`config.mk`:
```
export PLATFORM = sky130hd
export DESIGN_NAME = ex_mem_skid_stage
export DESIGN_NICKNAME = d
export VERILOG_FILES = /design/src/rtl/pipe_pkg.sv /design/src/rtl/pipe_slot.sv /design/src/rtl/ex_mem_skid_stage.sv
export SDC_FILE = /design/constraint.sdc
export NUM_CORES = 1
export LEC_CHECK = 0
export BUFFER_PORTS_ARGS = -buffer_cell sky130_fd_sc_hd__buf_4
export CAP_MARGIN = 20
export CORE_MARGIN = 5
export CORE_UTILIZATION = 40
export CTS_BUF_LIST = sky130_fd_sc_hd__clkbuf_8
export DETAILED_ROUTE_END_ITERATION = 6
export GPL_TIMING_DRIVEN = 0
export PLACE_DENSITY = 0.63
export SLEW_MARGIN = 20
export SYNTH_ARGS = -nofsm -noshare
export SYNTH_HDL_FRONTEND = slang
export SYNTH_SLANG_ARGS = --single-unit
```
`constraint.sdc`:
```
create_clock -name clk -period 4.8 [get_ports clk]
set_input_delay 0.72 -clock clk [delete_from_list [all_inputs] [get_ports clk]]
set_output_delay 0.72 -clock clk [all_outputs]
set_load 0.05 [all_outputs]
```
`src/rtl/pipe_pkg.sv`:
```
`default_nettype none
// ==========================================================================
// pipe_pkg : shared EX/MEM field widths, RAM control encodings, payload type
// Revision 1.0
// ==========================================================================
package pipe_pkg;

  localparam int DEF_DATA_W = 32;
  localparam int DEF_RD_W   = 5;
  localparam int DEF_RAMC_W = 4;

  // RAM control encodings: {enable, rw, size[1:0]}
  localparam logic [DEF_RAMC_W-1:0] RAMC_NONE     = 4'b0000;
  localparam logic [DEF_RAMC_W-1:0] RAMC_RD_BYTE  = 4'b1000;
  localparam logic [DEF_RAMC_W-1:0] RAMC_RD_WORD  = 4'b1010;
  localparam logic [DEF_RAMC_W-1:0] RAMC_WR_BYTE  = 4'b1100;
  localparam logic [DEF_RAMC_W-1:0] RAMC_WR_WORD  = 4'b1110;

  typedef struct packed {
    logic [DEF_DATA_W-1:0] rb;
    logic [DEF_DATA_W-1:0] alu;
    logic [DEF_RD_W-1:0]   rd;
    logic [DEF_RAMC_W-1:0] ram_ctrl;
    logic                  l;
    logic                  rf_le;
  } ex_mem_payload_t;

  function automatic int payload_w(input int data_w, input int rd_w, input int ramc_w);
    return 2 * data_w + rd_w + ramc_w + 2;
  endfunction

endpackage
`default_nettype wire

```
`src/rtl/pipe_slot.sv`:
```
`default_nettype none
// ==========================================================================
// pipe_slot : one pipeline storage slot (payload register plus valid bit)
// Revision 1.0
// ==========================================================================
module pipe_slot #(
  parameter int W = 8
) (
  input  logic         clk,
  input  logic         rst,
  input  logic         load,
  input  logic         clear,
  input  logic [W-1:0] d,
  output logic [W-1:0] q,
  output logic         valid
);

  // Clear only drops the valid bit; the payload keeps its last value.
  always_ff @(posedge clk) begin
    if (rst) begin
      q     <= '0;
      valid <= 1'b0;
    end else if (clear) begin
      valid <= 1'b0;
    end else if (load) begin
      q     <= d;
      valid <= 1'b1;
    end
  end

endmodule
`default_nettype wire

```
`src/rtl/ex_mem_skid_stage.sv`:
```
`default_nettype none
// ==========================================================================
// ex_mem_skid_stage : EX->MEM stage with valid/ready, optional skid entry, flush
// Revision 1.0
// ==========================================================================
module ex_mem_skid_stage
  import pipe_pkg::*;
#(
  parameter int DATA_W  = DEF_DATA_W,
  parameter int RD_W    = DEF_RD_W,
  parameter int RAMC_W  = DEF_RAMC_W,
  parameter bit SKID_EN = 1'b1
) (
  input  logic              clk,
  input  logic              Reset,
  input  logic              flush,
  input  logic              in_valid,
  output logic              in_ready,
  input  logic [DATA_W-1:0] in_rb,
  input  logic [DATA_W-1:0] in_alu,
  input  logic [RD_W-1:0]   in_rd,
  input  logic [RAMC_W-1:0] in_ram_ctrl,
  input  logic              in_l,
  input  logic              in_rf_le,
  output logic              out_valid,
  input  logic              out_ready,
  output logic [DATA_W-1:0] out_rb,
  output logic [DATA_W-1:0] out_alu,
  output logic [RD_W-1:0]   out_rd,
  output logic [RAMC_W-1:0] out_ram_ctrl,
  output logic              out_l,
  output logic              out_rf_le
);

  typedef struct packed {
    logic [DATA_W-1:0] rb;
    logic [DATA_W-1:0] alu;
    logic [RD_W-1:0]   rd;
    logic [RAMC_W-1:0] ram_ctrl;
    logic              l;
    logic              rf_le;
  } payload_t;

  localparam int PW = payload_w(DATA_W, RD_W, RAMC_W);

  payload_t in_pl, main_pl, main_d, skid_pl;
  logic     main_valid, skid_valid;
  logic     accept, drain, advance, main_load, main_clear;

  assign in_pl   = '{rb: in_rb, alu: in_alu, rd: in_rd, ram_ctrl: in_ram_ctrl,
                     l: in_l, rf_le: in_rf_le};
  assign accept  = in_valid & in_ready & ~flush;
  assign drain   = main_valid & out_ready;
  assign advance = drain | ~main_valid;

  // A waiting skid entry always moves up before any new input, keeping order.
  assign main_d     = skid_valid ? skid_pl : in_pl;
  assign main_load  = ~flush & advance & (skid_valid | accept);
  assign main_clear = flush | (advance & ~skid_valid & ~accept);

  pipe_slot #(.W(PW)) u_main (
    .clk   (clk),
    .rst   (Reset),
    .load  (main_load),
    .clear (main_clear),
    .d     (main_d),
    .q     (main_pl),
    .valid (main_valid)
  );

  if (SKID_EN) begin : g_skid
    logic skid_load, skid_clear;

    assign skid_load  = accept & main_valid & ~drain;
    assign skid_clear = flush | (skid_valid & advance);
    // in_ready comes only from registered state, breaking the out_ready path.
    assign in_ready   = ~skid_valid & ~Reset;

    pipe_slot #(.W(PW)) u_skid (
      .clk   (clk),
      .rst   (Reset),
      .load  (skid_load),
      .clear (skid_clear),
      .d     (in_pl),
      .q     (skid_pl),
      .valid (skid_valid)
    );
  end else begin : g_no_skid
    assign skid_valid = 1'b0;
    assign skid_pl    = '0;
    assign in_ready   = (out_ready | ~main_valid) & ~Reset;
  end

  assign out_valid    = main_valid;
  assign out_rb       = main_pl.rb;
  assign out_alu      = main_pl.alu;
  assign out_rd       = main_pl.rd;
  assign out_ram_ctrl = main_valid ? main_pl.ram_ctrl : RAMC_W'(RAMC_NONE);
  assign out_l        = main_pl.l & main_valid;
  assign out_rf_le    = main_pl.rf_le & main_valid;

endmodule
`default_nettype wire

```
==> flow_summary.ini, run 1 <==
[clock_tree]
cts_htree_levels = 4
cts_setup_buffers = 0
postCtsResizedCells = 0
cts_tree = yes
cts_hold_repair_buffers = 0
numClockSinks = 152
clkLatencyLatePin_ns = 0.46
cts.path.max_buffers = 2
cts-buffers-inserted = 17
clock-root-buffer = sky130_fd_sc_hd__clkbuf_8
cts.reportedPaths.clkPinSlew_ns = 0.08

[timing]
max_slew_headroom_at_the_worst_pin_pct = 61.40
clock_skew_ns = 0.01256
timing.final.crit_share_pct = 63.02
fmax_ghz = 0.3306
finalSetupViolCount = 0
timing_max_transition_violations_final = 0
report.final.hold_viol_count = 0
rsz0062_at_grt = no
min_period_ns = 3.025
tightestPinTransition_ns = 0.5790
fin_setup_tns_ns = 0
layout_setup_ws_ns = 1.775

[detailed_routing]
detail_route.vias_per_cell = 4.894
drt-initial-drc-count = 379
drt_drc_violations_left = 0
dr_total_vias = 6166
postRouteAntennaNets = 0
detail_route.first_pass.iterations = 5
drt_wl_total_um = 19330
detail_route.wl_per_cell_um = 15.34

[placed_design]
numPortBuffers = 156
preCtsSetupSlack_ns = 1.747
dp_hpwl_um = 13860
dpl_cell_area_mm2 = 0.008979
gp_routability_congestion = 0.7669

[synth]
synth.distinct_cells = 22
synth_nets = 918
ys.warnings.count = 0
synth_seq_cells = 152
post_synth_instance_area_mm2 = 0.007515
post_synth_inst_count = 838
avgSynthCellArea_um2 = 8.967
synth.yosys.seq_area_share_pct = 40.49

[critical_path]
critPathRequiredTime_ns = 4.08
timing.setup.critical_path_class = primary input to output pin
crit_path_start_kind = primary input
timing.critical_path.cells = buf_4 -> buf_2 -> clkbuf_1 -> clkbuf_1 -> nor2_1 -> buf_4
critical_path.slowest_cell = sky130_fd_sc_hd__clkbuf_1
critical_path.max_fanout = 10
critical_path_arrival_ns = 2.30
critPathMaxStageDelay_ns = 0.48
crit_path_end_kind = output pin

[global_routing]
antenna_found_initial = 0
grt_pass1_wl_um = 30830
global_route_total_overflow = 0
vias_in_the_first_global_route = 5973
global_route.usage.total_pct = 17.63
maximum_number_of_pins_on_one_net_before_global_route_repair = 17

[cells_and_area]
num-fill-cells = 1787
drive_gt1_share_pct = 35.58
sequential_cell_area_mm2 = 0.003043
multiInputGateArea_mm2 = 0.003590
mostFrequentLayoutCells = sky130_fd_sc_hd__buf_4 (226), sky130_fd_sc_hd__dfxtp_1 (152), sky130_fd_sc_hd__nor2_1 (78)
nNetsFinal = 1093
num_antenna_cells = 0
design_area_mm2 = 0.009370
layout.cells.most_common = sky130_fd_sc_hd__buf_4
area_delta_synth_final_pct = 24.69

[power]
share_clk_of_total_power_pct = 36.8
p_total_mw = 2.648
power_switching_share_pct = 27.26
power.net_switching_mw = 0.7219
cellPowerDensity_mw_per_mm2 = 282.6
power.share.sequential_pct = 49.0
static-leakage-power_nw = 3.886
internal_power_mw = 1.926
power.combinational.fraction_pct = 14.2
vdd_ir_drop_max_mv = 0.1633

[worst_hold_path]
hold_path.class = primary input to register

[floorplanning]
floorplan.core_area_mm2 = 0.01858
fp-row-count = 50
die-area_mm2 = 0.02163
initial_utilization_pct = 40.44
die_y_um = 147.1
io_pins = 157
die-width_um = 147.1

[flow_run]
max_cap_viol_count = 0

[outcome]
run_status = finished clean
[power groups by stage]
| stage | clock network, mW | registers (mW) | logic (mW) |
|---|---|---|---|
| after detailed placement | 0 | 1.33 | 0.379 |
| after global placement | 0 | 1.33 | 0.378 |
| after floorplan | 0 | 1.32 | 0.237 |
| final | 0.975 | 1.30 | 0.376 |
| after global routing | 1.06 | 1.30 | 0.406 |
| after CTS | 1.00 | 1.30 | 0.380 |
[synthesized netlist by cell type]
cell                       number  share of area (%)
sky130_fd_sc_hd__a211oi_1       1               0.10
sky130_fd_sc_hd__a21oi_1       75                5.0
sky130_fd_sc_hd__and2_1         6               0.50
sky130_fd_sc_hd__buf_1          1              0.050
sky130_fd_sc_hd__buf_2         33                2.2
sky130_fd_sc_hd__buf_4         70                7.0
sky130_fd_sc_hd__buf_6          5               0.75
sky130_fd_sc_hd__clkbuf_1      34                1.7
sky130_fd_sc_hd__dfxtp_1      152                 40
sky130_fd_sc_hd__inv_1          1              0.050
sky130_fd_sc_hd__mux2_1         7                1.0
sky130_fd_sc_hd__mux2_2        68                 10
sky130_fd_sc_hd__mux2i_1       75                 10
sky130_fd_sc_hd__nand2b_1       2               0.17
sky130_fd_sc_hd__nand3_1       75                5.0
sky130_fd_sc_hd__nor2_1        78                3.9
sky130_fd_sc_hd__nor2b_1       77                6.4
sky130_fd_sc_hd__nor4b_2        1               0.20
sky130_fd_sc_hd__o211ai_1       1               0.10
sky130_fd_sc_hd__o21ai_0       36                2.4
sky130_fd_sc_hd__o21ai_1       39                2.6
sky130_fd_sc_hd__or4b_4         1               0.18
[critical path: cells and delay by family]
kind,cells,cell delay (ns)
buffers and inverters,5,1.50
and+or+nand+nor,1,0.08
[sequential cells by signal (all words and copies together), names as in the netlist]
register	count
u_main.q	75
g_skid.u_skid.valid	1
g_skid.u_skid.q	75
u_main.valid	1
[cell type report]
cell class	instances	share of cell area, %
clock buffers	19	2.791
plain buffers	143	9.374
flip-flops and latches	152	32.47
repair buffers	156	12.50
inverters	1	0.04006
clock inverters	13	1.389
multi-input cells	542	38.31
well taps	234	3.125
[worst paths after layout]
| check | end | cells after the start | slack [ns] | start |
|---|---|---|---|---|
| min | u_main.valid | 2 | 0.46 | flush |
| max | in_ready | 6 | 1.78 | Reset |
| max reg2reg | u_main.q[23] | 5 | 2.83 | u_main.valid |
| min reg2reg | g_skid.u_skid.q[8] | 2 | 0.48 | g_skid.u_skid.q[8] |
[layer usage]
metal	share of wire, %	up-vias	GRT usage, %
met4	2.0	0	6.104
met3	4.1	25	3.701
met5	0	-	0
met1	48	2858	24.19
li1	-	3145	-
met2	46	138	27.65
[cell families (layout without fill, tap and decap cells)]
| logic type | after synthesis | in the layout | synth area share [%] |
|---|---|---|---|
| AND/OR/NAND/NOR | 240 | 240 | 16.35 |
| buffers and inverters | 144 | 332 | 11.74 |
| AO/OA/AOI/OAI | 152 | 152 | 10.19 |
| flip-flops | 152 | 152 | 40.49 |
| multiplexers | 150 | 150 | 21.23 |
[stage by stage]
step | hold WS [ns] | utilization [%] | std cells
floorplan | 0.4535 | - | 838
global placement | 0.4596 | 48.32 | 1228
detailed placement | 0.4663 | 48.32 | 1228
CTS | 0.4348 | 50.43 | 1260
global route | 0.4343 | 50.43 | 1260
finish | 0.4587 | 50.43 | 1260
Note: power is estimated with default switching activity, not from simulation.
==> run 2: changes to the inputs <==
--- a/config.mk
+++ b/config.mk
@@ -12,7 +12,7 @@
 export CTS_BUF_LIST = sky130_fd_sc_hd__clkbuf_8
 export DETAILED_ROUTE_END_ITERATION = 6
 export GPL_TIMING_DRIVEN = 0
-export PLACE_DENSITY = 0.63
+export PLACE_DENSITY = 0.66
 export SLEW_MARGIN = 20
 export SYNTH_ARGS = -nofsm -noshare
 export SYNTH_HDL_FRONTEND = slang
==> constraint.sdc (replaced) <==
create_clock -name clk -period 2.7 [get_ports clk]
set_input_delay 0.405 -clock clk [delete_from_list [all_inputs] [get_ports clk]]
set_output_delay 0.405 -clock clk [all_outputs]
set_load 0.05 [all_outputs]
==> run 2 against run 1 <==
Setup slack got worse by 1.5 ns. Cell count is 0.16% lower. Non-clock buffer count unchanged. Via count is 0.39% higher. Sequential power is 78% higher. Utilization is 0.51 points higher. Global-route usage up 0.14 points. Critical endpoint unchanged. Largest cell class unchanged. Largest power group unchanged. Highest routed layer unchanged.
==> flow_summary.ini, run 2 (synthesis results as in run 1) <==
[clock_tree]
cts-buffers-inserted = 17
numClockSinks = 152
clkLatencyLatePin_ns = 0.46
cts_setup_buffers = 0
cts_hold_repair_buffers = 0
cts.path.max_buffers = 2
cts.reportedPaths.clkPinSlew_ns = 0.08
cts_tree = yes
cts_htree_levels = 4
clock-root-buffer = sky130_fd_sc_hd__clkbuf_8
postCtsResizedCells = 0

[floorplanning]
fp-row-count = 50
initial_utilization_pct = 40.44
io_pins = 157
floorplan.core_area_mm2 = 0.01858
die-area_mm2 = 0.02163
die_y_um = 147.1
die-width_um = 147.1

[cells_and_area]
mostFrequentLayoutCells = sky130_fd_sc_hd__buf_4 (226), sky130_fd_sc_hd__dfxtp_1 (152), sky130_fd_sc_hd__nor2_1 (78)
leading_registers_by_flop_count = g_skid.u_skid.q: 75 flops, u_main.q: 75 flops
layout.cells.most_common = sky130_fd_sc_hd__buf_4
num_antenna_cells = 0
area_delta_synth_final_pct = 25.96
nNetsFinal = 1093
design_area_mm2 = 0.009465
drive_gt1_share_pct = 35.45

[critical_path]
critical_path.max_fanout = 10
critical_path.slowest_cell = sky130_fd_sc_hd__clkbuf_1
timing.critical_path.cells = buf_4 -> buf_2 -> clkbuf_1 -> clkbuf_1 -> nor2_1 -> buf_4
timing.setup.critical_path_class = primary input to output pin
critical_path_arrival_ns = 1.99
reg2reg_slack_ns = 0.78
critPathMaxStageDelay_ns = 0.46
crit_path_end_kind = output pin
critPathRequiredTime_ns = 2.30
crit_path_start_kind = primary input

[detailed_routing]
dr_total_vias = 6190
drt_wl_total_um = 19300
postRouteAntennaNets = 0
detail_route.wl_per_cell_um = 15.34
drt_drc_violations_left = 0
detail_route.vias_per_cell = 4.921
detail_route.first_pass.iterations = 5
drt-initial-drc-count = 356

[worst_hold_path]
hold_path.class = primary input to register

[timing]
clock_skew_ns = 0.007987
fmax_ghz = 0.4180
min_period_ns = 2.392
hold-worst-slack_ns = 0.1273
timing_max_transition_violations_final = 0
report.final.hold_viol_count = 0
timing.final.crit_share_pct = 88.60
fin_setup_tns_ns = 0
finalSetupViolCount = 0
rsz0062_at_grt = no
tightestPinTransition_ns = 0.6143
max_slew_headroom_at_the_worst_pin_pct = 59.05

[global_routing]
global_route_total_overflow = 0
global_route.usage.total_pct = 17.77
vias_in_the_first_global_route = 5922
grt_pass1_wl_um = 31130
maximum_number_of_pins_on_one_net_before_global_route_repair = 17
antenna_found_initial = 0

[outcome]
run_status = finished clean

[power]
static-leakage-power_nw = 3.938
vdd_ir_drop_max_mv = 0.2789
cellPowerDensity_mw_per_mm2 = 541.2

[placed_design]
gp_routability_congestion = 0.7763
numPortBuffers = 156
dp_hpwl_um = 13960
dpl_cell_area_mm2 = 0.008979

[flow_run]
max_cap_viol_count = 0
-- run 2: report_power, final --
group,internal (mW),switching (mW)
Sequential,2.29,0.0218
Combinational,0.280,0.389
Clock,1.28,0.870
-- run 2: routing by layer --
layer,up-vias,global-route usage [%],wire length [um]
met5,-,0,0
met4,0,4.706,266
met3,21,4.349,1018
met2,145,28.00,9084
met1,2877,24.50,8932
li1,3147,-,-
-- run 2: metrics by stage --
stage          cells  worst slack (ns)  total power [mW]  utilization, %
4_1_cts         1258            0.2326             5.176           50.94
6_report        1258            0.3077             5.122           50.94
3_5_place_dp    1228            0.2243             3.036           48.32
2_1_floorplan    838            0.6851             2.777               -
5_1_grt         1258            0.1502             5.331           50.94
3_3_place_gp    1228            0.2242             3.033           48.32
-- run 2: worst max-delay path, delay by kind of cell --
kind                   cells  cell delay [ns]
buffers and inverters      5             1.49
and+or+nand+nor            1             0.08
-- run 2: final cells by class --
class / count / area [um^2]
fill: 1804 / 9115
multi-input combinational: 542 / 3590
sequential: 152 / 3043
timing repair buffer: 156 / 1171
buffer: 143 / 878.3
tap: 234 / 292.8
clock inverter: 13 / 252.7
clock buffer: 17 / 234.0
inverter: 1 / 3.754
-- run 2: final timing paths --
kind | from | cells after the start | endpoint
worst min register to register | g_skid.u_skid.q[1] | 2 | g_skid.u_skid.q[1]
worst min-delay path | flush | 2 | u_main.valid
worst max register to register | u_main.valid | 5 | u_main.q[28]
worst max-delay path | Reset | 6 | in_ready
